**config.mk**
```make
export PLATFORM = sky130hd
export DESIGN_NAME = memory_arbiter_flat
export DESIGN_NICKNAME = d
export VERILOG_FILES = /design/src/rtl/memory_arbiter_pkg.sv /design/src/rtl/memory_arbiter_if.sv /design/src/rtl/memory_arbiter_pick.sv /design/src/rtl/memory_arbiter.sv /design/src/flat_wrapper.sv
export SDC_FILE = /design/constraint.sdc
export NUM_CORES = 1
export LEC_CHECK = 0
export CORE_UTILIZATION = 45
export CTS_CLUSTER_DIAMETER = 40
export CTS_CLUSTER_SIZE = 25
export DETAILED_ROUTE_END_ITERATION = 16
export DONT_BUFFER_PORTS = 1
export PLACE_DENSITY = 0.63
export SETUP_SLACK_MARGIN = 0.4
export SLEW_MARGIN = 20
export SYNTH_ARGS = -nofsm -noshare
export SYNTH_HDL_FRONTEND = slang
export SYNTH_SLANG_ARGS = --single-unit
```
**constraint.sdc**
```tcl
create_clock -name clk -period 7.7 [get_ports clk]
set_input_delay 1.155 -clock clk [delete_from_list [all_inputs] [get_ports clk]]
set_output_delay 1.155 -clock clk [all_outputs]
set_load 0.02 [all_outputs]
```
**src/rtl/memory_arbiter_pkg.sv**
```systemverilog
// -----------------------------------------------------------------------------
// memory_arbiter_pkg
// Shared definitions for the two-port memory arbiter:
//   - 2-bit state encoding constants and the matching FSM enum
//   - port index constants (CPU = port 0, DMA = port 1)
//   - latched access record and a saturating increment helper
// -----------------------------------------------------------------------------
package memory_arbiter_pkg;

    localparam logic [1:0] STATE_IDLE   = 2'd0;
    localparam logic [1:0] STATE_ACCESS = 2'd1;
    localparam logic [1:0] STATE_WAIT   = 2'd2;
    localparam logic [1:0] STATE_DONE   = 2'd3;

    localparam logic PORT_CPU = 1'b0;
    localparam logic PORT_DMA = 1'b1;

    typedef enum logic [1:0] {
        StIdle   = STATE_IDLE,
        StAccess = STATE_ACCESS,
        StWait   = STATE_WAIT,
        StDone   = STATE_DONE
    } state_e;

    // Copy of the granted request; the bus is driven only from this record.
    typedef struct packed {
        logic [15:0] address;
        logic        write;
        logic [7:0]  wdata;
    } access_t;

    function automatic logic [3:0] sat_inc(input logic [3:0] value, input logic [3:0] limit);
        return (value >= limit) ? limit : value + 4'd1;
    endfunction

endpackage

```
**src/rtl/memory_arbiter_if.sv**
```systemverilog
// -----------------------------------------------------------------------------
// memory_arbiter_if
// Groups the requester handshakes, the memory_bus side and the status outputs
// of memory_arbiter.
//   slave  : view of the arbiter (requests and bus read data in; ready, rdata,
//            bus drive and status out)
//   master : view of the environment (requesters plus the memory_bus model)
// -----------------------------------------------------------------------------
interface memory_arbiter_if;

    // Port 0 (CPU)
    logic        m0_req;
    logic [15:0] m0_address;
    logic        m0_write;
    logic [7:0]  m0_wdata;
    logic [7:0]  m0_rdata;
    logic        m0_ready;

    // Port 1 (DMA / loader)
    logic        m1_req;
    logic [15:0] m1_address;
    logic        m1_write;
    logic [7:0]  m1_wdata;
    logic [7:0]  m1_rdata;
    logic        m1_ready;

    // memory_bus side
    logic [15:0] bus_address;
    logic [7:0]  bus_data_in;
    logic [7:0]  bus_data_out;
    logic        bus_enable;
    logic        bus_write_enable;

    // Status
    logic        owner;
    logic        busy;

    modport slave (
        input  m0_req, m0_address, m0_write, m0_wdata,
        input  m1_req, m1_address, m1_write, m1_wdata,
        input  bus_data_out,
        output m0_rdata, m0_ready, m1_rdata, m1_ready,
        output bus_address, bus_data_in, bus_enable, bus_write_enable,
        output owner, busy
    );

    modport master (
        output m0_req, m0_address, m0_write, m0_wdata,
        output m1_req, m1_address, m1_write, m1_wdata,
        output bus_data_out,
        input  m0_rdata, m0_ready, m1_rdata, m1_ready,
        input  bus_address, bus_data_in, bus_enable, bus_write_enable,
        input  owner, busy
    );

endinterface

```
**src/rtl/memory_arbiter_pick.sv**
```systemverilog
// -----------------------------------------------------------------------------
// memory_arbiter_pick
// Purely combinational grant decision.
//   req0_i       : port 0 (CPU) request
//   req1_i       : port 1 (DMA) request
//   starve_cnt_i : consecutive port-0 grants made while port 1 was waiting
//   grant_o      : granted port index (PORT_CPU when nothing is requested)
//   valid_o      : at least one request is pending
// Port 0 wins a tie unless port 1 has already been passed over MAX_HOLD times.
// -----------------------------------------------------------------------------
module memory_arbiter_pick
    import memory_arbiter_pkg::*;
#(
    parameter int unsigned MAX_HOLD = 8
) (
    input  logic       req0_i,
    input  logic       req1_i,
    input  logic [3:0] starve_cnt_i,
    output logic       grant_o,
    output logic       valid_o
);

    always_comb begin
        grant_o = PORT_CPU;
        valid_o = req0_i | req1_i;
        if (req0_i && req1_i) begin
            grant_o = (starve_cnt_i == 4'(MAX_HOLD)) ? PORT_DMA : PORT_CPU;
        end else if (req1_i) begin
            grant_o = PORT_DMA;
        end
    end

endmodule

```
**src/rtl/memory_arbiter.sv**
```systemverilog
// -----------------------------------------------------------------------------
// memory_arbiter
// Two-port arbiter and access sequencer in front of memory_bus.
//   clk    : system clock
//   reset  : asynchronous, active-low reset
//   arb_io : memory_arbiter_if.slave
//            m0_* / m1_* request handshakes (req, address, write, wdata in;
//            rdata, ready out), bus_* drive towards memory_bus, owner, busy.
// Every transaction runs IDLE -> ACCESS -> [WAIT x READ_WAIT] -> DONE with a
// one-cycle ready pulse in DONE. All outputs are registers loaded from the
// next-state values, so an output reflects the state it is registered with.
// -----------------------------------------------------------------------------
module memory_arbiter
    import memory_arbiter_pkg::*;
#(
    parameter int unsigned READ_WAIT = 1,
    parameter int unsigned MAX_HOLD  = 8
) (
    input logic             clk,
    input logic             reset,
    memory_arbiter_if.slave arb_io
);

    state_e      state_q, state_d;
    logic        owner_q, owner_d;
    access_t     acc_q, acc_d;
    logic [3:0]  starve_q, starve_d;
    logic [2:0]  wait_q, wait_d;

    logic        bus_en_q, bus_en_d;
    logic        bus_we_q, bus_we_d;
    logic [15:0] bus_addr_q, bus_addr_d;
    logic [7:0]  bus_din_q, bus_din_d;
    logic        ready0_q, ready0_d;
    logic        ready1_q, ready1_d;
    logic [7:0]  rdata0_q, rdata0_d;
    logic [7:0]  rdata1_q, rdata1_d;
    logic        busy_q, busy_d;

    logic        grant;
    logic        grant_valid;
    logic        capture;

    memory_arbiter_pick #(
        .MAX_HOLD(MAX_HOLD)
    ) u_pick (
        .req0_i      (arb_io.m0_req),
        .req1_i      (arb_io.m1_req),
        .starve_cnt_i(starve_q),
        .grant_o     (grant),
        .valid_o     (grant_valid)
    );

    // Next-state logic: sequencing, latching and starvation tracking.
    always_comb begin
        state_d  = state_q;
        owner_d  = owner_q;
        acc_d    = acc_q;
        starve_d = starve_q;
        wait_d   = wait_q;

        unique case (state_q)
            StIdle: begin
                if (!arb_io.m1_req) begin
                    starve_d = 4'd0;
                end
                if (grant_valid) begin
                    owner_d = grant;
                    state_d = StAccess;
                    if (grant == PORT_DMA) begin
                        acc_d.address = arb_io.m1_address;
                        acc_d.write   = arb_io.m1_write;
                        acc_d.wdata   = arb_io.m1_wdata;
                        starve_d      = 4'd0;
                    end else begin
                        acc_d.address = arb_io.m0_address;
                        acc_d.write   = arb_io.m0_write;
                        acc_d.wdata   = arb_io.m0_wdata;
                        if (arb_io.m1_req) begin
                            starve_d = sat_inc(starve_q, 4'(MAX_HOLD));
                        end
                    end
                end
            end
            StAccess: begin
                if (acc_q.write || (READ_WAIT == 0)) begin
                    state_d = StDone;
                end else begin
                    state_d = StWait;
                    // Counts down the remaining hold cycles, WAIT exits at zero.
                    wait_d  = 3'(READ_WAIT - 1);
                end
            end
            StWait: begin
                if (wait_q == 3'd0) begin
                    state_d = StDone;
                end else begin
                    wait_d = wait_q - 3'd1;
                end
            end
            StDone: begin
                state_d = StIdle;
            end
            default: begin
                state_d = StIdle;
            end
        endcase
    end

    // Output next-values, derived from the state being entered.
    always_comb begin
        bus_en_d   = (state_d == StAccess) || (state_d == StWait);
        bus_we_d   = (state_d == StAccess) && acc_d.write;
        bus_addr_d = bus_en_d ? acc_d.address : 16'h0000;
        bus_din_d  = bus_en_d ? acc_d.wdata : 8'h00;
        busy_d     = (state_d != StIdle);

        ready0_d   = (state_d == StDone) && (owner_d == PORT_CPU);
        ready1_d   = (state_d == StDone) && (owner_d == PORT_DMA);

        // DONE is only ever entered from ACCESS or WAIT, so this fires once.
        capture    = (state_d == StDone) && (state_q != StDone) && !acc_d.write;
        rdata0_d   = (capture && (owner_d == PORT_CPU)) ? arb_io.bus_data_out : rdata0_q;
        rdata1_d   = (capture && (owner_d == PORT_DMA)) ? arb_io.bus_data_out : rdata1_q;
    end

    always_ff @(posedge clk or negedge reset) begin
        if (!reset) begin
            state_q    <= StIdle;
            owner_q    <= PORT_CPU;
            acc_q      <= '0;
            starve_q   <= 4'd0;
            wait_q     <= 3'd0;
            bus_en_q   <= 1'b0;
            bus_we_q   <= 1'b0;
            bus_addr_q <= 16'h0000;
            bus_din_q  <= 8'h00;
            ready0_q   <= 1'b0;
            ready1_q   <= 1'b0;
            rdata0_q   <= 8'h00;
            rdata1_q   <= 8'h00;
            busy_q     <= 1'b0;
        end else begin
            state_q    <= state_d;
            owner_q    <= owner_d;
            acc_q      <= acc_d;
            starve_q   <= starve_d;
            wait_q     <= wait_d;
            bus_en_q   <= bus_en_d;
            bus_we_q   <= bus_we_d;
            bus_addr_q <= bus_addr_d;
            bus_din_q  <= bus_din_d;
            ready0_q   <= ready0_d;
            ready1_q   <= ready1_d;
            rdata0_q   <= rdata0_d;
            rdata1_q   <= rdata1_d;
            busy_q     <= busy_d;
        end
    end

    assign arb_io.m0_ready         = ready0_q;
    assign arb_io.m1_ready         = ready1_q;
    assign arb_io.m0_rdata         = rdata0_q;
    assign arb_io.m1_rdata         = rdata1_q;
    assign arb_io.bus_address      = bus_addr_q;
    assign arb_io.bus_data_in      = bus_din_q;
    assign arb_io.bus_enable       = bus_en_q;
    assign arb_io.bus_write_enable = bus_we_q;
    assign arb_io.owner            = owner_q;
    assign arb_io.busy             = busy_q;

endmodule

```
**src/flat_wrapper.sv**
```systemverilog
// flat-port wrapper written by rule: the top's interface ports become plain ports
module memory_arbiter_flat import memory_arbiter_pkg::*;
#(
    parameter int unsigned READ_WAIT = 1,
    parameter int unsigned MAX_HOLD  = 8
)
  (clk, reset, arb_io_m0_req, arb_io_m0_address, arb_io_m0_write, arb_io_m0_wdata, arb_io_m1_req, arb_io_m1_address, arb_io_m1_write, arb_io_m1_wdata, arb_io_bus_data_out, arb_io_m0_rdata, arb_io_m0_ready, arb_io_m1_rdata, arb_io_m1_ready, arb_io_bus_address, arb_io_bus_data_in, arb_io_bus_enable, arb_io_bus_write_enable, arb_io_owner, arb_io_busy);
  memory_arbiter_if arb_io_i ();
  input logic clk;
  input logic reset;
  input wire logic [$bits(arb_io_i.m0_req)-1:0] arb_io_m0_req;
  input wire logic [$bits(arb_io_i.m0_address)-1:0] arb_io_m0_address;
  input wire logic [$bits(arb_io_i.m0_write)-1:0] arb_io_m0_write;
  input wire logic [$bits(arb_io_i.m0_wdata)-1:0] arb_io_m0_wdata;
  input wire logic [$bits(arb_io_i.m1_req)-1:0] arb_io_m1_req;
  input wire logic [$bits(arb_io_i.m1_address)-1:0] arb_io_m1_address;
  input wire logic [$bits(arb_io_i.m1_write)-1:0] arb_io_m1_write;
  input wire logic [$bits(arb_io_i.m1_wdata)-1:0] arb_io_m1_wdata;
  input wire logic [$bits(arb_io_i.bus_data_out)-1:0] arb_io_bus_data_out;
  output wire logic [$bits(arb_io_i.m0_rdata)-1:0] arb_io_m0_rdata;
  output wire logic [$bits(arb_io_i.m0_ready)-1:0] arb_io_m0_ready;
  output wire logic [$bits(arb_io_i.m1_rdata)-1:0] arb_io_m1_rdata;
  output wire logic [$bits(arb_io_i.m1_ready)-1:0] arb_io_m1_ready;
  output wire logic [$bits(arb_io_i.bus_address)-1:0] arb_io_bus_address;
  output wire logic [$bits(arb_io_i.bus_data_in)-1:0] arb_io_bus_data_in;
  output wire logic [$bits(arb_io_i.bus_enable)-1:0] arb_io_bus_enable;
  output wire logic [$bits(arb_io_i.bus_write_enable)-1:0] arb_io_bus_write_enable;
  output wire logic [$bits(arb_io_i.owner)-1:0] arb_io_owner;
  output wire logic [$bits(arb_io_i.busy)-1:0] arb_io_busy;
  assign arb_io_i.m0_req = arb_io_m0_req;
  assign arb_io_i.m0_address = arb_io_m0_address;
  assign arb_io_i.m0_write = arb_io_m0_write;
  assign arb_io_i.m0_wdata = arb_io_m0_wdata;
  assign arb_io_i.m1_req = arb_io_m1_req;
  assign arb_io_i.m1_address = arb_io_m1_address;
  assign arb_io_i.m1_write = arb_io_m1_write;
  assign arb_io_i.m1_wdata = arb_io_m1_wdata;
  assign arb_io_i.bus_data_out = arb_io_bus_data_out;
  assign arb_io_m0_rdata = arb_io_i.m0_rdata;
  assign arb_io_m0_ready = arb_io_i.m0_ready;
  assign arb_io_m1_rdata = arb_io_i.m1_rdata;
  assign arb_io_m1_ready = arb_io_i.m1_ready;
  assign arb_io_bus_address = arb_io_i.bus_address;
  assign arb_io_bus_data_in = arb_io_i.bus_data_in;
  assign arb_io_bus_enable = arb_io_i.bus_enable;
  assign arb_io_bus_write_enable = arb_io_i.bus_write_enable;
  assign arb_io_owner = arb_io_i.owner;
  assign arb_io_busy = arb_io_i.busy;
  memory_arbiter #(.READ_WAIT(READ_WAIT), .MAX_HOLD(MAX_HOLD)) u_core (.clk(clk), .reset(reset), .arb_io(arb_io_i));
endmodule
```
==> flow_summary.json <==
{
  "ys_async_sr_fraction_pct": 100,
  "skew_ns": 0.00852,
  "avgSynthCellArea_sq_um": 12.3,
  "status": "finished, final reports clean",
  "fin_crit_sh_pct": 40.2,
  "grt_pass1_wl_mm": 9.20,
  "initial_core_util_pct": 46.4,
  "synth.largest_area_cell": "dfrtp_1",
  "dieWidth_microns": 88.5,
  "diodes": 0,
  "port_buffers": 0,
  "placed_area_sq_mm": 0.00344,
  "cpPeakStageDelay_ns": 0.44,
  "ys_warn_count": 0,
  "p_leak_uw": 0.00168,
  "nFillCells": 661,
  "wire_per_inst_microns": 15.4,
  "total_power_uw": 1670,
  "core-area_sq_mm": 0.00725,
  "clock-sinks": 80,
  "synth_flop_cell": "dfrtp_1",
  "preCtsSetupSlack_ns": 4.35,
  "dieArea_sq_mm": 0.00783,
  "reg2reg_from": "u_core.state_q[0]$_DFF_PN0_",
  "cts_buffers": 9,
  "syn2layout_area_growth_pct": 9.11,
  "worst_pin_slew_ns": 0.966,
  "period_needed_ns": 3.10,
  "hold_viol_final": 0,
  "path_clk_slew_ns": 0.08,
  "antenna_found_initial": 0,
  "wl_met2_mm": 2.71,
  "rr_endpoint": "u_core.arb_io.m0_rdata[1]$_DFFE_PN0P_",
  "drv_cap": 0,
  "post_cts_resized": 0,
  "grt_usage_pct": 16.0,
  "vdd_drop_max_uv": 208,
  "tns_ns": 0,
  "hp-class": "primary input to async pin",
  "multiInputGateArea_sq_mm": 0.00127,
  "wl_met1_mm": 2.53,
  "synth-seq-area-share_pct": 59.5,
  "rows": 31,
  "drt_iter0_markers": 42,
  "grt_max_degree": 81,
  "crit_slowest_cell": "o21ai_0",
  "hpwl_mm": 3.92,
  "ioPinCount": 108,
  "num_vias": 1945,
  "ant_nets": 0,
  "cts_setup_buffers": 0,
  "netlist_area_sq_mm": 0.00337,
  "die_h_microns": 88.5,
  "reg2reg_depth": 11,
  "h-tree-depth": 3,
  "path_buf_inv": 1,
  "crit_type": "flop to flop",
  "synth_cells": 274,
  "syn_nets": 348,
  "holdBufCountCts": 0,
  "viasPerCell": 5.13,
  "slew_headroom_pct": 35.4,
  "worstPathMaxFanout": 8,
  "max_freq_mhz": 323,
  "worst_slack_ns": 4.60,
  "crit_family": "compound AO/OA/AOI/OAI gates",
  "fin_area_sq_mm": 0.00367,
  "worstPathCellList": "inv_1 -> ha_1 -> nand2_1 -> o21ai_0 -> nor2_1 -> a21oi_1 -> o32a_1 -> ha_1 -> nand2b_1 -> nor3_4 -> mux2_2",
  "drt-pass1-iter-count": 4,
  "worstSetupStartpointType": "flop",
  "synth_edf_count": 0,
  "grt_pass1_vias": 1979,
  "synth_top_cells_by_area": "dfrtp_1 59%, mux2i_1 7.1%, mux2_2 5.4%",
  "final_nets": 349,
  "clock_latency_ns": 0.35,
  "ff2ff_setup_slack_ns": 4.60,
  "gr-total-overflow": 0,
  "setup_viol_count_final": 0,
  "clock_path_buffers": 2,
  "top_layer": "met4",
  "finalMaxSlewViolations": 0,
  "cp_common_cell": "ha_1",
  "end_kind": "flop",
  "cp_data_arrival_time_ns": 3.33,
  "powerDensity_mw_per_mm2": 455,
  "register_area_sq_mm": 0.00200,
  "clockRootBuffer": "clkbuf_8",
  "dr_wl_met3_microns": 514,
  "yosysTopAreaCellShare_pct": 59.5,
  "rsz0062_at_grt": "no",
  "drt_wl_total_mm": 5.84,
  "cp.required_ns": 7.93,
  "gp_congestion": 0.719,
  "cts_tree": "done",
  "ys_ff_latch": 80,
  "drc_errors": 0,
  "ys_types": 31,
  "drive_gt1_share_pct": 14.3
}
per-layer routing:
layer / up-vias / global-route usage [%]
met5: - / 0
met4: 0 / 7.04
met3: 8 / 6.53
met2: 72 / 25.4
met1: 935 / 19.3
li1: 930 / -
power by group:
group | internal, uW | leakage, uW | switching [uW]
clock network | 161 | 0.000100 | 155
logic | 232 | 0.000566 | 318
registers | 608 | 0.00101 | 198
total | 1000 | 0.00168 | 671
state kept, by name (all words and copies together) (netlist names):
| name | flops |
|---|---|
| u_core.acc_q | 25 |
| u_core.arb_io.bus_address | 16 |
| u_core.arb_io.bus_data_in | 8 |
| u_core.arb_io.bus_enable | 1 |
| u_core.arb_io.bus_write_enable | 1 |
| u_core.arb_io.busy | 1 |
| u_core.arb_io.m0_rdata | 8 |
| u_core.arb_io.m0_ready | 1 |
| u_core.arb_io.m1_rdata | 8 |
| u_core.arb_io.m1_ready | 1 |
| u_core.arb_io.owner | 1 |
| u_core.starve_q | 4 |
| u_core.state_q | 2 |
| u_core.wait_q | 3 |
cells in the mapped netlist, types with 2 or more instances:
cell      count
a21oi_1       2
and2_1       27
buf_6         2
clkbuf_1      7
dfrtp_1      80
ha_1         12
inv_1        12
mux2_2       16
mux2i_1      24
nand2_1      32
nand2b_1      2
nand3_1       5
nor2_1        3
nor3_4        2
o21ai_0      32
cell families (layout without fill, tap and decap cells):
group,after synthesis,count (layout),share of synthesized area [%]
flops,80,80,59.5
mux,40,40,12.5
fa+ha+maj,12,12,4.46
simple gates,76,76,12.5
buf+inv,23,29,3.05
compound gates,43,43,8.07
worst max path at each step:
| stage | cells after the start | to | from | slack, ns |
|---|---|---|---|---|
| final | 11 | u_core.arb_io.m0_rdata[1]$_DFFE_PN0P_ | u_core.state_q[0]$_DFF_PN0_ | 4.60 |
| after global routing | 11 | u_core.arb_io.m0_rdata[1]$_DFFE_PN0P_ | u_core.state_q[0]$_DFF_PN0_ | 4.34 |
| after CTS | 11 | u_core.arb_io.m0_rdata[1]$_DFFE_PN0P_ | u_core.state_q[0]$_DFF_PN0_ | 4.59 |
| after detailed placement | 5 | u_core.arb_io.m0_rdata[1]$_DFFE_PN0P_ | arb_io_m1_req | 4.35 |
| after global placement | 5 | u_core.arb_io.m1_rdata[4]$_DFFE_PN0P_ | arb_io_m1_req | 4.39 |
| after floorplan | 8 | u_core.arb_io.m0_rdata[0]$_DFFE_PN0P_ | arb_io_m0_req | 4.89 |
worst reg2reg max path, cell delays in order, from the launching register on:
cell and delay, ns:
dfrtp_1 0.43, inv_1 0.12, ha_1 0.29, nand2_1 0.07
o21ai_0 0.44, nor2_1 0.07, a21oi_1 0.19, o32a_1 0.25
ha_1 0.20, nand2b_1 0.14, nor3_4 0.38, mux2_2 0.39
cell usage in the layout (no fill, tap or decap):
cell and n:
a41oi_1 1, nor2_1 3, ha_1 12, o21ai_4 1, o32ai_1 1, clkbuf_1 1
a2111o_1 1, buf_16 1, mux2_2 16, clkinvlp_4 1, a22oi_4 1, nor2b_1 1
nand4_1 1, nand3b_4 1, a21oi_4 1, o31ai_1 1, mux2i_1 24, o32a_1 1
clkbuf_8 10, or2_2 1, nand3_1 5, bufinv_16 1, clkinv_4 2, nand2b_1 2
o2111ai_1 1, dfrtp_1 80, inv_6 1, nor3_4 2, o21ai_0 32, a21oi_1 2
inv_1 12, and2_1 27, nand3_2 1, nand2_1 32
metrics by stage:
stage	utilization [%]	cells	hold WS [ns]
global route	50.6	379	0.468
global placement	47.4	362	0.462
CTS	50.3	378	0.479
floorplan	-	274	0.445
detailed placement	47.4	362	0.471
finish	50.6	379	0.487
final cells by class:
type / instances / area share, %
clock buffer: 11 / 3.85
clock inverter: 5 / 1.74
inverter: 12 / 1.23
multi-input combinational: 171 / 34.5
sequential: 80 / 54.5
tap: 99 / 3.37
timing repair buffer: 1 / 0.750
No activity file was read; power rests on OpenSTA's default activity.
